**src/rtl/snake_if.sv**
```systemverilog
// Purpose : control/observation bundle between the tick/button logic, the
//           snake_engine and the VGA renderer.
// Signals : start, update, rotL, rotR, grow         - control into the engine
//           head_x, head_y, head_px, body,           - snake geometry out
//           body_valid, length, dir                  - snake geometry out
//           state, inc, game_over                    - game status out
// Modports: master (controller/observer side), slave (engine side).
interface snake_if #(
  parameter int unsigned MAX_LEN = 8,
  parameter int unsigned COORD_W = 6
);
  localparam int unsigned LEN_W = $clog2(MAX_LEN + 1);

  logic                         start;
  logic                         update;
  logic                         rotL;
  logic                         rotR;
  logic                         grow;
  logic [COORD_W-1:0]           head_x;
  logic [COORD_W-1:0]           head_y;
  logic [31:0]                  head_px;
  logic [MAX_LEN*2*COORD_W-1:0] body;
  logic [MAX_LEN-1:0]           body_valid;
  logic [LEN_W-1:0]             length;
  logic [1:0]                   dir;
  logic [1:0]                   state;
  logic                         inc;
  logic                         game_over;

  modport master (
    output start, update, rotL, rotR, grow,
    input  head_x, head_y, head_px, body, body_valid, length, dir, state, inc, game_over
  );

  modport slave (
    input  start, update, rotL, rotR, grow,
    output head_x, head_y, head_px, body, body_valid, length, dir, state, inc, game_over
  );
endinterface

```
**src/rtl/snake_engine.sv**
```systemverilog
// Purpose : snake game engine. Keeps a head plus up to MAX_LEN body segments
//           on a GRID_W x GRID_H cell grid and advances once per update tick,
//           applying rotation, growth, wall/self collision and level completion.
// Ports   : clk   - system clock
//           reset - synchronous, active-low
//           bus   - snake_if.slave (control in, geometry/status out)
// Config  : define SNAKE_WRAP_EN to wrap the head around the grid edges
//           instead of dying on wall contact.
module snake_engine #(
  parameter int unsigned MAX_LEN = 8,
  parameter int unsigned COORD_W = 6,
  parameter int unsigned GRID_W  = 40,
  parameter int unsigned GRID_H  = 30,
  parameter int unsigned START_X = 9,
  parameter int unsigned START_Y = 4,
  parameter int unsigned CELL_PX = 16
) (
  input logic   clk,
  input logic   reset,
  snake_if.slave bus
);
  localparam int unsigned LEN_W = $clog2(MAX_LEN + 1);
  localparam int unsigned SEG_W = 2 * COORD_W;
  localparam int unsigned SW    = COORD_W + 1;

  localparam logic [1:0] S_IDLE = 2'd0;
  localparam logic [1:0] S_RUN  = 2'd1;
  localparam logic [1:0] S_DEAD = 2'd2;

  logic [1:0]         r_state,  w_state;
  logic [COORD_W-1:0] r_head_x, w_head_x;
  logic [COORD_W-1:0] r_head_y, w_head_y;
  logic [1:0]         r_dir,    w_dir;
  logic [SEG_W-1:0]   r_body [MAX_LEN];
  logic [SEG_W-1:0]   w_body [MAX_LEN];
  logic [MAX_LEN-1:0] r_valid,  w_valid;
  logic [LEN_W-1:0]   r_len,    w_len;
  logic               r_inc,    w_inc;
  logic               r_game_over, w_game_over;

  logic [1:0]         w_dir_new;
  logic [SW-1:0]      w_nx, w_ny;
  logic [COORD_W-1:0] w_nhx, w_nhy;
  logic               w_wall, w_hit, w_pending;

  // Candidate head: rotate first, then step one cell (widened so -1 is visible)
  always_comb begin
    w_dir_new = r_dir;
    if (bus.rotL && !bus.rotR)      w_dir_new = r_dir + 2'd1;
    else if (bus.rotR && !bus.rotL) w_dir_new = r_dir - 2'd1;

    w_nx = {1'b0, r_head_x};
    w_ny = {1'b0, r_head_y};
    case (w_dir_new)
      2'd0:    w_nx = {1'b0, r_head_x} + SW'(1);
      2'd1:    w_ny = {1'b0, r_head_y} + SW'(1);
      2'd2:    w_nx = {1'b0, r_head_x} + {SW{1'b1}};
      default: w_ny = {1'b0, r_head_y} + {SW{1'b1}};
    endcase

`ifdef SNAKE_WRAP_EN
    w_wall = 1'b0;
    w_nhx  = w_nx[COORD_W-1:0];
    w_nhy  = w_ny[COORD_W-1:0];
    if (w_nx[SW-1])                 w_nhx = COORD_W'(GRID_W - 1);
    else if (w_nx >= SW'(GRID_W))   w_nhx = '0;
    if (w_ny[SW-1])                 w_nhy = COORD_W'(GRID_H - 1);
    else if (w_ny >= SW'(GRID_H))   w_nhy = '0;
`else
    // MSB set means the step went below zero
    w_wall = w_nx[SW-1] | w_ny[SW-1] | (w_nx >= SW'(GRID_W)) | (w_ny >= SW'(GRID_H));
    w_nhx  = w_nx[COORD_W-1:0];
    w_nhy  = w_ny[COORD_W-1:0];
`endif
  end

  // Self-collision; the tail cell is free unless growing since it vacates this tick
  always_comb begin
    w_hit = 1'b0;
    for (int k = 0; k < MAX_LEN; k++) begin
      if (r_valid[k] && (r_body[k] == {w_nhx, w_nhy}) &&
          !(!bus.grow && (LEN_W'(k + 1) == r_len)))
        w_hit = 1'b1;
    end
  end

  assign w_pending = (r_len == LEN_W'(MAX_LEN));

  // Next-state and next-value logic
  always_comb begin
    w_state  = r_state;
    w_head_x = r_head_x;
    w_head_y = r_head_y;
    w_dir    = r_dir;
    w_valid  = r_valid;
    w_len    = r_len;
    w_inc    = 1'b0;
    for (int k = 0; k < MAX_LEN; k++) w_body[k] = r_body[k];

    case (r_state)
      S_IDLE: begin
        if (bus.start) w_state = S_RUN;
      end
      S_RUN: begin
        if (bus.update) begin
          if (w_pending) begin
            // Level restart replaces the move on the tick after completion
            w_head_x = COORD_W'(START_X);
            w_head_y = COORD_W'(START_Y);
            w_dir    = 2'd0;
            w_len    = '0;
            w_valid  = '0;
            for (int k = 0; k < MAX_LEN; k++) w_body[k] = '0;
          end else if (w_wall || w_hit) begin
            w_state = S_DEAD;
          end else begin
            w_head_x = w_nhx;
            w_head_y = w_nhy;
            w_dir    = w_dir_new;
            if (bus.grow) begin
              w_valid = r_valid | (MAX_LEN'(1) << r_len);
              w_len   = r_len + LEN_W'(1);
              if (r_len == LEN_W'(MAX_LEN - 1)) w_inc = 1'b1;
            end
            // Shift the chain; dead slots are kept at zero
            for (int k = 0; k < MAX_LEN; k++) begin
              if (!w_valid[k])  w_body[k] = '0;
              else if (k == 0)  w_body[k] = {r_head_x, r_head_y};
              else              w_body[k] = r_body[k-1];
            end
          end
        end
      end
      S_DEAD: begin
        if (bus.start) begin
          w_state  = S_RUN;
          w_head_x = COORD_W'(START_X);
          w_head_y = COORD_W'(START_Y);
          w_dir    = 2'd0;
          w_len    = '0;
          w_valid  = '0;
          for (int k = 0; k < MAX_LEN; k++) w_body[k] = '0;
        end
      end
      default: w_state = S_IDLE;
    endcase

    w_game_over = (w_state == S_DEAD);
  end

  // State register
  always_ff @(posedge clk) begin
    if (!reset) begin
      r_state     <= S_IDLE;
      r_head_x    <= COORD_W'(START_X);
      r_head_y    <= COORD_W'(START_Y);
      r_dir       <= 2'd0;
      r_valid     <= '0;
      r_len       <= '0;
      r_inc       <= 1'b0;
      r_game_over <= 1'b0;
      for (int k = 0; k < MAX_LEN; k++) r_body[k] <= '0;
    end else begin
      r_state     <= w_state;
      r_head_x    <= w_head_x;
      r_head_y    <= w_head_y;
      r_dir       <= w_dir;
      r_valid     <= w_valid;
      r_len       <= w_len;
      r_inc       <= w_inc;
      r_game_over <= w_game_over;
      for (int k = 0; k < MAX_LEN; k++) r_body[k] <= w_body[k];
    end
  end

  assign bus.head_x     = r_head_x;
  assign bus.head_y     = r_head_y;
  assign bus.head_px    = {16'(r_head_x) * 16'(CELL_PX), 16'(r_head_y) * 16'(CELL_PX)};
  assign bus.body_valid = r_valid;
  assign bus.length     = r_len;
  assign bus.dir        = r_dir;
  assign bus.state      = r_state;
  assign bus.inc        = r_inc;
  assign bus.game_over  = r_game_over;

  for (genvar g = 0; g < MAX_LEN; g++) begin : g_body
    assign bus.body[g*SEG_W +: SEG_W] = r_body[g];
  end
endmodule
```
**src/flat_wrapper.sv**
```systemverilog
// flat-port wrapper written by rule: the top's interface ports become plain ports
module snake_engine_flat 
#(
  parameter int unsigned MAX_LEN = 8,
  parameter int unsigned COORD_W = 6,
  parameter int unsigned GRID_W  = 40,
  parameter int unsigned GRID_H  = 30,
  parameter int unsigned START_X = 9,
  parameter int unsigned START_Y = 4,
  parameter int unsigned CELL_PX = 16
)
  (clk, reset, bus_start, bus_update, bus_rotL, bus_rotR, bus_grow, bus_head_x, bus_head_y, bus_head_px, bus_body, bus_body_valid, bus_length, bus_dir, bus_state, bus_inc, bus_game_over);
  snake_if #(.MAX_LEN(MAX_LEN), .COORD_W(COORD_W)) bus_i ();
  input logic clk;
  input logic reset;
  input wire logic [$bits(bus_i.start)-1:0] bus_start;
  input wire logic [$bits(bus_i.update)-1:0] bus_update;
  input wire logic [$bits(bus_i.rotL)-1:0] bus_rotL;
  input wire logic [$bits(bus_i.rotR)-1:0] bus_rotR;
  input wire logic [$bits(bus_i.grow)-1:0] bus_grow;
  output wire logic [$bits(bus_i.head_x)-1:0] bus_head_x;
  output wire logic [$bits(bus_i.head_y)-1:0] bus_head_y;
  output wire logic [$bits(bus_i.head_px)-1:0] bus_head_px;
  output wire logic [$bits(bus_i.body)-1:0] bus_body;
  output wire logic [$bits(bus_i.body_valid)-1:0] bus_body_valid;
  output wire logic [$bits(bus_i.length)-1:0] bus_length;
  output wire logic [$bits(bus_i.dir)-1:0] bus_dir;
  output wire logic [$bits(bus_i.state)-1:0] bus_state;
  output wire logic [$bits(bus_i.inc)-1:0] bus_inc;
  output wire logic [$bits(bus_i.game_over)-1:0] bus_game_over;
  assign bus_i.start = bus_start;
  assign bus_i.update = bus_update;
  assign bus_i.rotL = bus_rotL;
  assign bus_i.rotR = bus_rotR;
  assign bus_i.grow = bus_grow;
  assign bus_head_x = bus_i.head_x;
  assign bus_head_y = bus_i.head_y;
  assign bus_head_px = bus_i.head_px;
  assign bus_body = bus_i.body;
  assign bus_body_valid = bus_i.body_valid;
  assign bus_length = bus_i.length;
  assign bus_dir = bus_i.dir;
  assign bus_state = bus_i.state;
  assign bus_inc = bus_i.inc;
  assign bus_game_over = bus_i.game_over;
  snake_engine #(.MAX_LEN(MAX_LEN), .COORD_W(COORD_W), .GRID_W(GRID_W), .GRID_H(GRID_H), .START_X(START_X), .START_Y(START_Y), .CELL_PX(CELL_PX)) u_core (.clk(clk), .reset(reset), .bus(bus_i));
endmodule
```
**config.mk**
```make
export PLATFORM = sky130hd
export DESIGN_NAME = snake_engine_flat
export DESIGN_NICKNAME = d
export VERILOG_FILES = /design/src/rtl/snake_if.sv /design/src/rtl/snake_engine.sv /design/src/flat_wrapper.sv
export SDC_FILE = /design/constraint.sdc
export NUM_CORES = 1
export LEC_CHECK = 0
export BUFFER_PORTS_ARGS = -buffer_cell sky130_fd_sc_hd__buf_4
export CORE_UTILIZATION = 62
export CTS_CLUSTER_DIAMETER = 60
export DETAILED_ROUTE_END_ITERATION = 10
export PLACE_DENSITY = 0.9
export REMOVE_ABC_BUFFERS = 1
export SYNTH_ARGS = -nofsm -noshare
export SYNTH_HDL_FRONTEND = slang
export SYNTH_SLANG_ARGS = --single-unit
export TNS_END_PERCENT = 30
```
**constraint.sdc**
```tcl
create_clock -name clk -period 10.2 [get_ports clk]
set_input_delay 0.51 -clock clk [delete_from_list [all_inputs] [get_ports clk]]
set_output_delay 0.51 -clock clk [all_outputs]
set_load 0.02 [all_outputs]
```
==> results.md, run 1 <==
* Outcome: finished clean
* Via count at around 9000
* Crit share post-route at 0.705
* N_diodes at 0
* DR DRC count at 0
* Reg-to-reg setup timing slack at about 3.0 ns
* Leading area contributor after synthesis: dfxtp_1
* Async SR Flop Fraction at 0
* Fin. Hold Viols at 0
* Remaining global-route overflow at 0
* Worst r2r path cells at 16
* Number of buffers created by CTS at 17
* RSZ-0062 raised after global routing: false
* Fmax at 139 MHz
* CTS tree: done
* Hold Path Class: in -> reg
* Worst hold margin at 0.362 ns
* Initial Utilization at 0.642
* GR Util All Layers at 0.407
* Post-DP Area at 9840 sq um
* Area of the mapped netlist at 8970 sq um
* Slowest stage delay, CP at 1.05 ns
* Yosys warns at 0
* CTS H-Tree Depth at 4
* Drt wl/cell at 21.6 um
* Initial antenna violation count at 0
* Syn Area/Cell at 7.96 sq um
* CP Data Required Time at between 10 and 15 ns
* Layout Utilization at 0.750
* Post-DRT Antenna Nets at 0
* Register area share after synthesis at 0.281
* Die area at 15000 sq um
* Worst Setup SP: u_core.bus.dir[0]
* CP Launch Type: flip-flop
* Distinct cells, synth at 80
* RD Place Congestion at 0.978
* Crit path cell chain: xnor3_1, buf_4, or2_2, ha_1, o21ai_0, xnor2_1, xnor2_1, o21a_1, nand3_1, nor4b_1, or4_4, o21ai_1, buf_4, nand2_4, buf_4, mux2i_1
* Clk root buf: clkbuf_16
* Nets at 1233
* Final WL at 30300 um
* Clk Latency, worst-skew pair at 0.44 ns
* Setup Skew at 0.00982 ns
* Synth Register Bits at 126
* Post-route cell area at 10500 sq um
* R2R Path Start: u_core.bus.dir[0]
* CP endpoint kind: flip-flop
* Setup tns final at 0 ns
* CTS max path bufs at 2
* Core area at roughly 14000 sq um
* Initial DRC Count at 1239
* IO Count at 165
* Maximum VDD drop at about 0.17 mV
* Relative slew margins at 0.138
* Final Max Tran Viols at 0
* Row count at 43
* Slowest stage cell, crit path: xnor2_1
* CP arrival at ~7.5 ns
* Gate count of the mapped netlist at 1127
* Vias per std cell at about 6.5
* Worst Setup EP: u_core.r_body[0][87]
* Drt pass-1 iters at 7
* Worst slew pin tran at 1.29 ns
* Count leader, synth: nand2_1
* P&R area growth vs syn at 16.9%
* P per Cell Area at 213 nW/um^2
* Vias in the first global route at 8155
* Reg-to-reg endpoint: u_core.r_body[0][87]
* Crit Path Max Fanout at 51
* Setup Crit Path Kind: reg -> reg
* Hold-fix buffers, CTS at 0
* # clock sinks at roughly 130
* Pleak at 4.48 nW
* Die Ht at 122 um
* Layout cell share with drive strength beyond 1 at 0.172
* Die W at 122 um
* CTS resizes at 0
* Max_cap viols at 0
* Fin crit period at 7.19 ns
* Buffers added on ports at 144
* Post-CTS Setup Bufs at 0
* EDFF count, synth at 0
* Dominant synthesized flop cell: dfxtp_1
* Cells taking the most area after synthesis: dfxtp_1 (28%), mux2i_1 (12%), nand2_1 (9.9%), xnor2_1 (6.9%), xor2_1 (4.5%)
* Post-synth top area share at 0.281
* Clk slew on worst S/H paths at roughly 0.060 ns
* Largest net degree at the start of global routing at 67
* First-pass GRT wire length at approximately 46000 um
* CP dominant cell by count: buf_4
* Post-DP HPWL at 21100 um
* Setup violations, final at 0
* Commonest cells post-synth: nand2_1 (236), dfxtp_1 (126), mux2i_1 (104), xnor2_1 (71), clkbuf_1 (51)
==> logic make-up (layout without fill, tap and decap cells) <==
kind of cell,count (synthesis),after routing,share of synthesized area
xor gates and xnor gates,126,126,0.136
AOI/OAI and AO/OA,183,183,0.138
other,1,20,0.000418
muxes,107,107,0.120
buffers and inverters,135,211,0.0782
DFF,126,126,0.281
adders and majority gates,17,17,0.0245
and+or+nand+nor,432,432,0.222
==> worst max-delay path, delay by kind of cell, from the launching register on <==
family	cells	cell delay, ns
and+or+nand+nor	5	1.84
buffers and inverters	3	1.30
xor gates and xnor gates	3	1.84
muxes	1	0.31
DFF	1	0.81
adders and majority gates	1	0.42
AOI/OAI and AO/OA	3	0.46
==> flip-flops by register name (all words and copies together) (netlist names) <==
name / cells
u_core.bus.body_valid: 8
u_core.bus.length: 4
u_core.bus.head_x: 6
u_core.bus.game_over: 1
u_core.bus.inc: 1
u_core.bus.dir: 2
u_core.bus.head_y: 6
u_core.bus.state: 2
u_core.r_body: 96
==> layout by cell type, fill, tap and decap left out, types with 6 or more instances in the layout <==
cell         n
inv_1       21
a211oi_1     6
conb_1      20
nand2_1    235
mux2i_1    104
nor2_1      39
xor2_1      46
a31oi_1     14
nand4_1     19
xnor2_1     71
nor4_1      16
o2111ai_1    6
dfxtp_1    126
o211ai_1    11
buf_4      157
nand3_1     41
ha_1        16
nand2b_1    18
a21oi_1     43
nor3_1      23
o21ai_0     44
clkbuf_16   17
nor2b_1      6
==> how the worst min path moves through the flow <==
stage / from / end / depth (start not counted)
after global routing: bus_update / u_core.bus.inc / 3
after detailed placement: u_core.bus.body_valid[7] / u_core.bus.body_valid[7] / 2
after CTS: bus_update / u_core.bus.inc / 3
after global placement: u_core.r_body[0][95] / u_core.r_body[0][95] / 2
final: bus_update / u_core.bus.inc / 3
after floorplan: u_core.bus.body_valid[3] / u_core.bus.body_valid[3] / 2
==> power by group <==
part	internal, mW	switching, mW
combinational	0.370	0.631
sequential	0.510	0.0403
clock	0.441	0.242
==> area by class of cell <==
| type | count | area [sq um] |
|---|---|---|
| clock inverters | 13 | 211 |
| inverters | 22 | 82.6 |
| fillers | 1034 | 3500 |
| clock buffers | 19 | 443 |
| repair buffers | 157 | 1180 |
| well taps | 180 | 225 |
| flip-flops and latches | 126 | 2520 |
| multi-input cells | 885 | 5830 |
==> per-layer routing <==
metal,part of all wire,global-route usage
met2,0.45,0.634
met3,0.12,0.0883
met4,0.044,0.200
met1,0.39,0.530
met5,0,0
==> stage by stage <==
step                      worst slack [ns]  total power, mW  cells
final                                 3.01             2.23   1402
after global routing                  2.83             2.31   1402
after CTS                             3.23             2.20   1402
after detailed placement              3.32             1.52   1370
after global placement                3.51             1.51   1370
after floorplan                       1.53             1.29   1033
Power figures use the tool's default switching activity.
==> run 2, diff against run 1 <==
- CORE_UTILIZATION: 62 -> 52
- PLACE_DENSITY: 0.9 -> 0.8
- clock period: 10.2 -> 5.8 ns (I/O delays scaled with it)
==> results.md, run 2 (synthesis gave the netlist of run 1 again) <==
* Outcome: finished clean
* Post-DP Area at 10100 sq um (+2.3%)
* Layout cell share with drive strength beyond 1 at 0.185 (+0.0135)
* First-pass GRT wire length at 46200 um (+0.77%)
* Final WL at 30300 um (about the same)
* Initial antenna violation count at 1 (+1)
* Initial DRC Count at 1073 (-13%)
* Clock power share at 0.288 (-0.018)
* Number of buffers created by CTS at 17 (unchanged)
* RD Place Congestion at 0.973 (-0.50%)
* CP endpoint kind: flip-flop
* Total design power at 3.96 mW (+77%)
* Top cell family by delay on the critical path: compound AO/OA/AOI/OAI gates
* Largest net degree at the start of global routing at 64 (-4.5%)
* CP Launch Type: flip-flop
* Die area at 17800 sq um (+19%)
* Core area at 16700 sq um (+19%)
* Relative slew margins at 0.267 (+0.129)
* Die Ht at 133 um (+9.0%)
* Fin crit period at 5.35 ns (-1.85 ns)
* Fill count at 1424 (+38%)
* Crit share post-route at 0.922 (+0.217)
* Crit path cell chain: buf_4, nand4bb_1, o211a_1, xnor2_1, ha_1, or3b_1, a211oi_1, a221oi_2, xnor2_2, buf_4, xnor2_1, nand4_1, o311ai_0, a31o_2, o21ai_1, nand2_4, buf_12, mux2i_1
* Vias in the first global route at 8082 (-0.90%)
* Nets at 1252 (+1.5%)
* Clk slew on worst S/H paths at 0.07 ns (about the same)
* Placed Cells at 1429 (+4.3%)
* Layout Utilization at 0.640 (-0.110)
* Slowest stage cell, crit path: o311ai_0
* CTS H-Tree Depth at 4 (unchanged)
* Drt pass-1 iters at 6 (-1)
* Sequential Power Share at 0.243 (-0.003)
* Via count at 9050 (-1.3%)
* Switching power total at 1.63 mW (+78%)
* Maximum VDD drop at 0.225 mV (+34%)
* IO Count at 165 (unchanged)
* Setup Skew at 0.0142 ns (+0.00438 ns)
* Hold Path Class: in -> reg
* Post-route cell area at 10700 sq um (+2.0%)
* Fin. Hold Viols at 0 (unchanged)
* Clk Latency, worst-skew pair at 0.43 ns (about the same)
* Sw frac at 0.411 (+0.00249)
* # clock sinks at 126 (unchanged)
* CTS max path bufs at 2 (unchanged)
* Combinational share of power at 0.468 (+0.020)
* Fmax at 187 MHz (+35%)
* Buffers added on ports at 144 (unchanged)
* CP bufs+invs at 3 (unchanged)
* Final Max Tran Viols at 0 (unchanged)
* Crit Path Max Fanout at 32 (-37%)
* Post-CTS Setup Bufs at 0 (unchanged)
* Drt wl/cell at 20.7 um (-4.1%)
* Hold-fix buffers, CTS at 0 (unchanged)
* DR DRC count at 0 (unchanged)
* Post-DP HPWL at 21700 um (+2.8%)
* Commonest non-fill, non-tap cell in the layout: nand2_1
* P_int at 2.33 mW (+76%)
* Non-filler instance count after layout at 1462 (+4.3%)
* Max_cap viols at 0 (unchanged)
* P per Cell Area at 370 nW/um^2 (+74%)
* CTS resizes at 0 (unchanged)
* Die W at 133 um (+9.0%)
* Largest register FFs at 96 (unchanged)
* Vias per std cell at 6.19 (-5.3%)
* Setup Slack @ Placement at 0.588 ns (-2.73 ns)
* Worst slew pin tran at 1.10 ns (-0.193 ns)
* CTS tree: done
* CP Data Required Time at 6.15 ns (-4.39 ns)
* P&R area growth vs syn at 19.2%
* Most flop-heavy register: u_core.r_body
* Pleak at 4.58 nW (+2.2%)
* CP arrival at 5.69 ns (-1.85 ns)
* Slowest stage delay, CP at 0.60 ns (-0.45 ns)
* RSZ-0062 raised after global routing: false
* GR Util All Layers at 0.337 (-0.0692)
* Setup Crit Path Kind: reg -> reg
* Initial Utilization at 0.537 (-0.104)
* Final setup margin at 0.454 ns (-2.55 ns)
* Post-DRT Antenna Nets at 0 (unchanged)
* Clk root buf: clkbuf_16
* Row count at 47 (+9.3%)
* Remaining global-route overflow at 0 (unchanged)
* Setup violations, final at 0 (unchanged)
* Commonest cells after routing, fill and taps aside: nand2_1 (235), buf_4 (173), dfxtp_1 (126)
==> run 2: cell types whose count changed in the layout (fill, tap and decap cells not counted) <==
cell       previous run  this run
buf_4               157       173
buf_12                0         3
bufinv_16             5         3
clkbuf_8              1         3
clkinv_4              1         3
clkbuf_1              1         0
diode_2               0         1
inv_6                 2         1
==> run 2: path summary, 6_finish.rpt <==
kind / start / to / slack (ns) / depth (start not counted)
worst max-delay path: u_core.bus.dir[0] / u_core.r_body[0][93] / 0.45 / 18
worst max register to register: u_core.bus.dir[0] / u_core.r_body[0][93] / 0.45 / 18
worst min-delay path: bus_update / u_core.bus.inc / 0.18 / 3
worst min register to register: u_core.r_body[0][85] / u_core.r_body[0][85] / 0.50 / 2
==> run 2: routing by layer <==
metal	GRT usage	up-vias	share of wire
met1	0.444	4266	0.41
met2	0.534	602	0.46
li1	-	4090	-
met4	0.143	0	0.039
met5	0	-	0
met3	0.0715	92	0.098
==> run 2: worst register-to-register path: stages, from the launching register on <==
cell and delay [ns]:
dfxtp_1 0.53, buf_4 0.27, nand4bb_1 0.22, o211a_1 0.24, xnor2_1 0.14, ha_1 0.32
or3b_1 0.39, a211oi_1 0.28, a221oi_2 0.13, xnor2_2 0.21, buf_4 0.22, xnor2_1 0.29
nand4_1 0.17, o311ai_0 0.60, a31o_2 0.25, o21ai_1 0.13, nand2_4 0.34, buf_12 0.30
mux2i_1 0.25
==> run 2: cell type report <==
class                           instances  area, sq um  share of cell area
Antenna cell                            1         2.50            0.000234
Clock buffer                           20          467              0.0436
Clock inverter                         12          160              0.0150
Inverter                               22         82.6             0.00772
Multi-Input combinational cell        885         5830               0.545
Sequential cell                       126         2520               0.236
Tap cell                              220          275              0.0257
Timing Repair Buffer                  176         1360               0.127
==> run 2: per-stage QoR <==
stage | hold WS [ns] | TNS [ns]
floorplan | 0.366 | -275.89
global placement | 0.479 | 0
detailed placement | 0.493 | 0
CTS | 0.166 | 0
global route | 0.174 | 0
finish | 0.177 | 0
==> run 2: power by group through the flow <==
stage | Combinational [mW] | Sequential, mW | Clock, mW
3_5_place_dp | 1.79 | 0.978 | 0
2_1_floorplan | 1.22 | 1.04 | 0
3_3_place_gp | 1.78 | 0.978 | 0
6_report | 1.85 | 0.962 | 1.14
5_1_grt | 1.96 | 0.965 | 1.18
4_1_cts | 1.81 | 0.959 | 1.14
==> run 3, diff against run 2 <==
- clock period: 5.8 -> 4.4 ns (I/O delays scaled with it)
==> results.md, run 3 (synthesis gave the netlist of run 1 again) <==
* Row count at 47 (unchanged)
* Slowest stage delay, CP at 0.56 ns (-0.04 ns)
* Clock power share at 0.237 (-0.051)
* Relative slew margins at 0.369 (+0.102)
* Final WL at 33400 um (+10%)
* Clk root buf: clkbuf_16
* CP Data Required Time at 4.68 ns (-1.47 ns)
* CTS max path bufs at 2 (unchanged)
* Multi-input logic area at 6160 sq um (+5.8%)
* RD Place Congestion at 1.02 (+5.0%)
* IO Count at 165 (unchanged)
* CTS tree: done
* Core area at 16700 sq um (unchanged)
* Top cell family by delay on the critical path: simple AND/OR/NAND/NOR gates
* Post-route cell area at 11900 sq um (+12%)
* Drt wl/cell at 21.4 um (+3.2%)
* Reg-to-reg endpoint: u_core.bus.body_valid[5]
* Layout cell share with drive strength beyond 1 at 0.274 (+0.0883)
* Met2 usage at 0.565 (+0.0310)
* Hold-fix buffers, CTS at 0 (unchanged)
* Fin crit period at 4.59 ns (-0.760 ns)
* Initial antenna violation count at 1 (unchanged)
* Total design power at 6.11 mW (+55%)
* Initial DRC Count at 1466 (+37%)
* Setup violations, final at 119 (+119)
* Number of buffers created by CTS at 17 (unchanged)
* GR Util All Layers at 0.356 (+0.0189)
* Commonest cells after routing, fill and taps aside: buf_4 (259), nand2_1 (235), dfxtp_1 (125)
* Sequential Power Share at 0.205 (-0.038)
* Worst Setup SP: u_core.bus.dir[0]
* CP endpoint kind: flip-flop
* Setup Crit Path Kind: reg -> reg
* Pleak at 5.22 nW (+14%)
* Final Max Tran Viols at 0 (unchanged)
* Maximum VDD drop at 0.435 mV (+94%)
* Worst Setup EP: u_core.bus.body_valid[5]
* Clk Latency, worst-skew pair at 0.43 ns (about the same)
* Worst hold margin at 0.0762 ns (-0.101 ns)
* Final setup margin at -0.187 ns (-0.640 ns)
* P per Cell Area at 512 nW/um^2 (+38%)
* P&R area growth vs syn at 33.0%
* Crit path cell chain: and3b_1, o21bai_1, xor2_1, or2_4, inv_1, fa_2, nand2b_1, o2bb2ai_1, buf_4, xnor2_1, a21oi_1, or4_4, nor4_1, a41o_1, or4_4, o21ai_4, buf_4, buf_4, buf_4, nand3_1, o21ai_0
* Post-DP Area at 10700 sq um (+6.0%)
* # clock sinks at 126 (unchanged)
* Reg-to-reg setup timing slack at -0.19 ns (-0.64 ns)
* Post-DP HPWL at 23100 um (+6.4%)
* Crit Path Max Fanout at 7 (-78%)
* CP bufs+invs at 5 (+2)
* Switching power total at 2.42 mW (+49%)
* First-pass GRT wire length at 48800 um (+5.6%)
* Buffers added on ports at 144 (unchanged)
* GR peak layer: met2
* R2R Path Start: u_core.bus.dir[0]
* Clk slew on worst S/H paths at 0.06 ns (about the same)
* CTS H-Tree Depth at 4 (unchanged)
* Fill count at 1295 (-9.1%)
* Hold Path Class: in -> reg
* Vias per std cell at 6.21 (+0.33%)
* Setup Skew at 0.0149 ns (+0.000729 ns)
* Die area at 17800 sq um (unchanged)
* Worst r2r path cells at 21 (+3)
* Remaining global-route overflow at 0 (unchanged)
* Nets at 1356 (+8.3%)
* Met1 Resource Use GR at 0.475 (+0.0305)
* Initial Utilization at 0.537 (unchanged)
* Via count at 9695 (+7.1%)
* Commonest non-fill, non-tap cell in the layout: buf_4
* Layout Utilization at 0.715 (+0.0743)
* Largest net degree at the start of global routing at 63 (-1.6%)
* RSZ-0062 raised after global routing: true
* Worst slew pin tran at 0.940 ns (-0.156 ns)
* Most flop-heavy register: u_core.r_body
* Die W at 133 um (unchanged)
* Post-DRT Antenna Nets at 0 (unchanged)
* Outcome: finished, violations left
* WP depth at 21 (+3)
* Drt pass-1 iters at 6 (unchanged)
* P_int at 3.69 mW (+58%)
* CP Launch Type: flip-flop
* Max_cap viols at 0 (unchanged)
* Register area at 2530 sq um (+0.15%)
* CP arrival at 4.87 ns (-0.82 ns)
* Largest register FFs at 96 (unchanged)
* DR DRC count at 0 (unchanged)
* Combinational share of power at 0.558 (+0.090)
* Met3 Resource Use GR at 0.0613 (-0.0103)
* Sw frac at 0.396 (-0.0150)
* Die Ht at 133 um (unchanged)
* Crit share post-route at 1.04 (+0.121)
* CP dominant cell by count: buf_4
* Slowest stage cell, crit path: or4_4
* Setup Slack @ Placement at -0.292 ns (-0.880 ns)
* Failing checks: setup timing
* Fin. Hold Viols at 0 (unchanged)
* N_diodes at 0 (-1)
* Fmax at 218 MHz (+17%)
* Vias in the first global route at 8660 (+7.2%)
==> run 3: worst min-delay path by stage <==
stage / from / endpoint / slack, ns / depth (start not counted)
floorplan: reset / u_core.bus.head_x[0] / 0.30 / 1
global placement: u_core.r_body[0][95] / u_core.r_body[0][95] / 0.48 / 2
detailed placement: u_core.r_body[0][95] / u_core.r_body[0][95] / 0.50 / 2
CTS: bus_update / u_core.bus.inc / 0.07 / 3
global route: bus_update / u_core.bus.inc / 0.08 / 3
finish: bus_update / u_core.bus.inc / 0.08 / 3
==> run 3: tightest hold or removal path: cells and delay by family <==
family / cells / cell delay, ns
buffers and inverters: 1 / 0.12
AND/OR/NAND/NOR: 2 / 0.12
==> run 3: layer usage <==
| layer | vias to the layer above | part of all wire |
|---|---|---|
| li1 | 4308 | - |
| met1 | 4609 | 0.39 |
| met2 | 658 | 0.46 |
| met3 | 120 | 0.11 |
| met4 | 0 | 0.045 |
| met5 | - | 0 |
==> run 3: power by group through the flow <==
stage | Sequential, mW | Combinational, mW | Clock (mW)
after floorplan | 1.38 | 1.60 | 0
after global placement | 1.27 | 2.71 | 0
after detailed placement | 1.27 | 2.74 | 0
after CTS | 1.25 | 3.01 | 1.45
after global routing | 1.25 | 3.58 | 1.50
final | 1.25 | 3.41 | 1.45
==> run 3: metrics by stage <==
stage / instances / TNS, ns
finish: 1561 / -12.96
global route: 1561 / -25.53
CTS: 1544 / -0.107
detailed placement: 1506 / -25.83
global placement: 1506 / -19.64
floorplan: 1033 / -443.34
==> run 3: final cells by class <==
cell class | count | share of cell area
Tap cell | 220 | 0.0231
Clock inverter | 7 | 0.00943
Inverter | 22 | 0.00692
Sequential cell | 126 | 0.212
Timing Repair Buffer | 279 | 0.192
Multi-Input combinational cell | 886 | 0.516
Clock buffer | 21 | 0.0402
==> run 3: what timing repair did <==
| item | in CTS | in global routing |
|---|---|---|
| cloned | 0 | 8 |
| resized for setup | 32 | 42 |
| setup endpoints to repair | 123 | 124 |
| buffers inserted | 11 | 9 |
| pin swaps | 18 | 23 |
